--- src/rtl/irq_priority_encoder_8to3.sv ---
// Sequential 8-to-3 priority encoder. It is the encode-side partner of the
// 3:8 select decoder. Request lines are OR-ed into a pending register every
// cycle. The highest-priority pending request is presented on S with a
// valid/ready handshake. An accepted request is cleared from pending, and
// the next one is presented on the following cycle.
//
// Ports:
//   clk      rising-edge clock
//   rst_n    asynchronous active-low reset
//   D        request lines, level-sampled every cycle
//   clr      synchronous clear of all state, takes priority over D
//   ready    consumer accepts S when valid is also high
//   S        registered index of the presented request
//   valid    registered, S holds a pending request
//   pending  current pending register
//   overflow sticky flag, a request merged into an already-pending bit
//
// Parameter:
//   LSB_HIGH 1 = bit 0 has the highest priority, 0 = bit 7 has it
//
// state   | meaning
// --------+-----------------------------------------------
// IDLE    | nothing presented, valid=0, S holds old value
// PRESENT | S presented with valid=1, waiting for accept

module irq_priority_encoder_8to3 #(
    parameter int LSB_HIGH = 1
) (
    input  logic       clk,
    input  logic       rst_n,
    input  logic [7:0] D,
    input  logic       clr,
    input  logic       ready,
    output logic [2:0] S,
    output logic       valid,
    output logic [7:0] pending,
    output logic       overflow
);

    typedef enum logic {
        IDLE    = 1'b0,
        PRESENT = 1'b1
    } state_t;

    state_t     state, state_nxt;
    logic       accept;
    logic [7:0] ackmask;
    logic [7:0] cand;
    logic [2:0] s_nxt;
    logic       valid_nxt;
    logic [7:0] pending_nxt;
    logic       overflow_nxt;

    // Later iterations overwrite earlier ones, so the scan order decides
    // which set bit ends up winning.
    function automatic logic [2:0] enc(input logic [7:0] x);
        logic [2:0] idx;
        idx = 3'd0;
        if (LSB_HIGH != 0) begin
            for (int i = 7; i >= 0; i--)
                if (x[i]) idx = 3'(i);
        end else begin
            for (int i = 0; i < 8; i++)
                if (x[i]) idx = 3'(i);
        end
        return idx;
    endfunction

    assign accept  = valid & ready;
    assign ackmask = accept ? (8'b1 << S) : 8'h00;
    assign cand    = pending & ~ackmask;

    always_comb begin
        state_nxt    = state;
        s_nxt        = S;
        valid_nxt    = valid;
        // A D bit that arrives on the bit being accepted is OR-ed back in,
        // so that request is kept rather than lost.
        pending_nxt  = cand | D;
        overflow_nxt = overflow | (|(D & cand));

        case (state)
            IDLE: begin
                if (pending != 8'h00) begin
                    s_nxt     = enc(pending);
                    valid_nxt = 1'b1;
                    state_nxt = PRESENT;
                end
            end
            PRESENT: begin
                // Without an accept everything holds. A higher-priority
                // arrival does not preempt the index already presented.
                if (accept) begin
                    if (cand != 8'h00) begin
                        s_nxt = enc(cand);
                    end else begin
                        valid_nxt = 1'b0;
                        state_nxt = IDLE;
                    end
                end
            end
            default: begin
                valid_nxt = 1'b0;
                state_nxt = IDLE;
            end
        endcase

        if (clr) begin
            state_nxt    = IDLE;
            s_nxt        = 3'd0;
            valid_nxt    = 1'b0;
            pending_nxt  = 8'h00;
            overflow_nxt = 1'b0;
        end
    end

    always_ff @(posedge clk or negedge rst_n) begin
        if (!rst_n) begin
            state    <= IDLE;
            S        <= 3'd0;
            valid    <= 1'b0;
            pending  <= 8'h00;
            overflow <= 1'b0;
        end else begin
            state    <= state_nxt;
            S        <= s_nxt;
            valid    <= valid_nxt;
            pending  <= pending_nxt;
            overflow <= overflow_nxt;
        end
    end

endmodule

--- config.mk ---
export PLATFORM = sky130hd
export DESIGN_NAME = irq_priority_encoder_8to3
export DESIGN_NICKNAME = d
export VERILOG_FILES = /design/src/rtl/irq_priority_encoder_8to3.sv
export SDC_FILE = /design/constraint.sdc
export NUM_CORES = 1
export LEC_CHECK = 0
export ABC_AREA = 1
export ABC_CLOCK_PERIOD_IN_PS = 1800
export CAP_MARGIN = 20
export CORE_ASPECT_RATIO = 1.1
export CORE_UTILIZATION = 25
export DETAILED_ROUTE_END_ITERATION = 12
export DONT_BUFFER_PORTS = 1
export GPL_ROUTABILITY_DRIVEN = 0
export HOLD_SLACK_MARGIN = 0.03
export PLACE_DENSITY = 0.47
export SLEW_MARGIN = 0
export SYNTH_ARGS = -nofsm -noshare
export SYNTH_HDL_FRONTEND = slang
export SYNTH_SLANG_ARGS = --single-unit
export TNS_END_PERCENT = 10
--- constraint.sdc ---
create_clock -name clk -period 1.8 [get_ports clk]
set_input_delay 0.36 -clock clk [delete_from_list [all_inputs] [get_ports clk]]
set_output_delay 0.36 -clock clk [all_outputs]
set_load 0.03 [all_outputs]
Word-level counts from Yosys, hierarchy flattened
Index checks and enable logic that the tools add are counted.

Equal/unequal tests: 4. Shift-type cells: 1. Muxes and demuxes: 34. Bitwise operators: 7. Reduce and logical (&&, ||, !) cells: 5.

Operators by type and width (number): $mux W3 (20); $and A8 B8 Y8 (2); $mux W8 (2); $reduce_bool A8 Y1 (2); $mux W1 (9); $not A8 Y8 (1); $or A8 B8 Y8 (1); $reduce_or A8 Y1 (1); $shl A1 B3 Y8 const A (1); $ne A3 B2 Y1 const B (2); $ne A3 B3 Y1 const B (2); $pmux W3 S2 (1); $reduce_and A3 Y1 (2); $pmux W1 S2 (2); $and A1 B1 Y1 (1); $not A1 Y1 (1); $or A1 B1 Y1 (1).

Register bits after elaboration: 14. Input port bits: 12. Output and inout bits: 13. Logic and storage cells: 56.

Depth between registers and ports, before layout
Depth after elaboration: 16. Depth in mapped cells: 12. Depth with buffers taken out: 12.

Worst setup path before layout
No wires, ideal clock.

Kind: register to register. Start point: register valid. End point: register S[0]. Data arrival time: 1.430 ns. Required time: 1.680 ns. Path slack: 0.250 ns. Cell stages (with the launch flop): 12. Path buffers: 0. Period minus slack after synthesis: 1.550 ns. Cell sequence: dfrtp_1 nand2_2 nor2_2 nand2_1 nand2_2 nand2_4 nor2_4 nand3_2 nand2_2 inv_2 nor2_2 a21oi_2.

Longest elaborated chain between the ends: 16.

Ends and longest elaborated chain: from (decl) (RTL line 35) `output logic valid,`; from (signal assigned) (RTL line 127) `valid <= valid_nxt;`; $and A1 B1 Y1 * (RTL line 69) `assign accept = valid & ready;`; $mux W8 (RTL line 70) `assign ackmask = accept ? (8'b1 << S) : 8'h00;`; $not A8 Y8 (RTL line 71) `assign cand = pending & ~ackmask;`; $and A8 B8 Y8 (RTL line 71); $mux W3 (8 in a row) (RTL line 61) `if (x[i]) idx = 3'(i);`; $mux W3 (RTL line 94) `if (cand != 8'h00) begin`; $mux W3 (RTL line 93) `if (accept) begin`; $pmux W3 S2 (RTL line 82) `case (state)`; $mux W3 (RTL line 108) `if (clr) begin`; to (signal assigned) (RTL line 126) `S <= s_nxt;`; to (decl) (RTL line 34) `output logic [2:0] S,`.

Mark *: on every way between the ends. The rest lies on a longest branch, timed or not. The select of a mux whose other input is x is not followed. A chain may end at the register's enable or synchronous reset.

Worst setup path in the final report
Start point: register valid. End point: register valid.

Longest elaborated chain between the ends: 7.

Ends and longest elaborated chain (RTL line): $and A1 B1 Y1 * (69); $mux W8 (70); $not A8 Y8 (71); $and A8 B8 Y8 (71); $reduce_bool A8 Y1 (94); $ne A3 B3 Y1 (no source line); $reduce_and A3 Y1 (no source line) *.

Mark *: on every way between the ends. The rest lies on a longest branch, timed or not.

==> flow_summary.toml <==
[sta]
setup_violations = 0
worst_slew_pin_slew_ns = 0.685
skew_ns = 0.00211
relSlewSlack = 0.542
timing.final.hold_violations = 0
timing.fmax_ghz = 0.654
min_period_over_period = 0.850
maxSlewViolCount = 0
rsz0062_at_grt = "no"
finalCriticalPeriod_ns = 1.53
setup_tns_ns = 0

[critical_path]
worst_path_max_delay_cell = "dfrtp_1"
worstSetupEndpointType = "register"
reg2reg_slack_ns = 0.27
crit_arrival_ns = 1.66
crit_fanout = 5
cpPeakStageDelay_ns = 0.43
cp-start-kind = "register"
cp_common_cell = "nand2_1"
path_class = "register to register"
crit_chain = "nand2_2 -> nor2_2 -> nand2_1 -> nand2_2 -> nand2_2 -> nor2_4 -> nand2_1 -> nand2_1 -> nand2_1 -> nand2_1 -> nand2_1"
crit_required_ns = 1.94

[global_route]
grt_max_degree = 15
grt_pass1_vias = 937
gr-total-overflow = 0
grt_usage = 0.144
grt_pass1_wl_mm = 4.22
antenna_found_initial = 0

[die]
dieArea_mm2 = 0.00412
io_pins = 25
die_w_um = 61.3
start_util = 0.262
die_y_um = 67.2
coreArea_mm2 = 0.00368
num_rows = 23

[routing]
wl_mm = 2.53
drt_drc_violations_left = 0
drtIter0Drc = 32
dr.pass1.iters = 4
viasPerCell = 4.41
vias = 917
routedWlPerCell_um = 12.2
antenna_left = 0

[final_layout]
finalNetCount = 171
diodes = 0
drive_gt1_frac = 0.247
area.growth.synth_to_final_pct = 22.0
fillers = 430
finalInstanceArea_mm2 = 0.00118

[cts]
cts_tree = "built"
cts.path.max_buffers = 2
insertion_delay_ns = 0.26
cts_buffers = 3
cts-resized-gates = 0
htreeDepth = 1
clock-sinks = 14
cts-root-buf = "clkbuf_8"
path_clk_slew_ns = 0.07

[power_and_ir_drop]
power_per_cell_area_mw_per_mm2 = 1100
p_leak_nw = 0.573
combPwrFrac = 0.395
p_int_w = 0.000739
p_sw_w = 0.000560
vdd_drop_max_v = 0.000312
switching_share = 0.431
seqPwrFrac = 0.350
clock_power_share = 0.254

[placement]
dpl_cell_area_mm2 = 0.00111
dp_hpwl_mm = 1.98
port_buffers = 0

[synth]
syn-instance-count = 142
ys_warn_count = 0
synth-seq-area-share = 0.363
ys_ff_latch = 14
netlist-cell-type-count = 24
syn-cell-area_um2 = 966
syn-num-nets = 154
postSynthAreaPerCell_um2 = 6.80

[worst_hold_path]
worst_hold_path_type = "input pin to register"

[run_status]
status = "finished, final reports clean"

[run]
maxCapViolCount = 0
[worst paths after layout]
kind / startpoint / end / depth (start not counted)
max: valid$_DFFE_PN0P_ / valid$_DFFE_PN0P_ / 11
min in group asynchronous: rst_n / S[1]$_DFFE_PN0P_ / 1
max in group asynchronous: rst_n / pending[7]$_DFF_PN0_ / 1
max reg2reg: valid$_DFFE_PN0P_ / valid$_DFFE_PN0P_ / 11
min: clr / pending[3]$_DFF_PN0_ / 1
min reg2reg: valid$_DFFE_PN0P_ / valid$_DFFE_PN0P_ / 2
[cell usage after synthesis (all sizes together)]
cell type,number,area share
a211oi,1,0.0078
a21boi,1,0.0078
a21oi,5,0.030
buf,1,0.0052
clkinv,1,0.0039
dfrtp,14,0.36
inv,19,0.074
nand2,42,0.20
nand3,8,0.047
nand3b,1,0.0078
nand4,1,0.0065
nor2,37,0.17
nor3,2,0.010
o21ai,9,0.074
[power groups by stage]
stage	clock network [W]	registers (W)	logic, W
global route	0.000351	0.000464	0.000568
floorplan	0	0.000537	0.000281
global placement	0	0.000456	0.000508
CTS	0.000337	0.000455	0.000516
finish	0.000330	0.000455	0.000513
detailed placement	0	0.000460	0.000504
[logic make-up after synthesis]
kind of cell,Yosys count,synth area share
DFF,14,0.363
AOI/OAI and AO/OA,16,0.119
buffers and inverters,21,0.0829
and+or+nand+nor,91,0.435
[routing by layer]
| layer | global-route usage | up-vias | part of all wire | routed length, um |
|---|---|---|---|---|
| met1 | 0.182 | 420 | 0.46 | 1150 |
| met4 | 0.0767 | 0 | 0.021 | 54 |
| li1 | - | 473 | - | - |
| met3 | 0.0211 | 5 | 0.046 | 116 |
| met5 | 0 | - | 0 | 0 |
| met2 | 0.235 | 19 | 0.48 | 1210 |
[placed cells by master, fill, tap and decap left out, drive strengths merged]
master,instances
a211oi,1
inv,19
a21oi,5
clkbuf,4
dlygate4sd3,1
o21ai,9
nand2,42
dfrtp,14
clkinv,1
nor3,2
buf,12
a21boi,1
nand4,1
nor2,37
nand3,8
nand3b,1
[cell type report]
type | instances | area [um^2] | share of cell area
multi-input cells | 107 | 536 | 0.454
flip-flops and latches | 14 | 350 | 0.297
repair buffers | 13 | 100 | 0.0849
inverters | 20 | 75.1 | 0.0637
well taps | 50 | 62.6 | 0.0531
clock buffers | 4 | 55.1 | 0.0467
[worst max-delay path, delay by kind of cell, from the launching register on]
kind | cells | cell delay, ns
flops | 1 | 0.43
simple gates | 11 | 0.97
[timing repair]
action                     in CTS  in global routing
hold endpoints to repair       14                  0
setup endpoints to repair       0                  0
hold buffers                    1                  0
setup buffers                   0                  0
[sequential cells by signal, summed over array words and instances, names as in the netlist]
signal    cells
pending       8
S             3
overflow      1
state         1
valid         1
[through the flow]
stage	utilization	std cells	hold slack [ns]	total power [W]	setup WS (ns)
2_1_floorplan	-	142	0.0644	0.000818	0.250
3_3_place_gp	0.302	203	0.0649	0.000964	0.296
3_5_place_dp	0.302	203	0.0648	0.000965	0.297
4_1_cts	0.320	208	0.157	0.00131	0.281
5_1_grt	0.320	208	0.158	0.00138	0.127
6_report	0.320	208	0.162	0.00130	0.270
No activity file was read; power rests on OpenSTA's default activity.
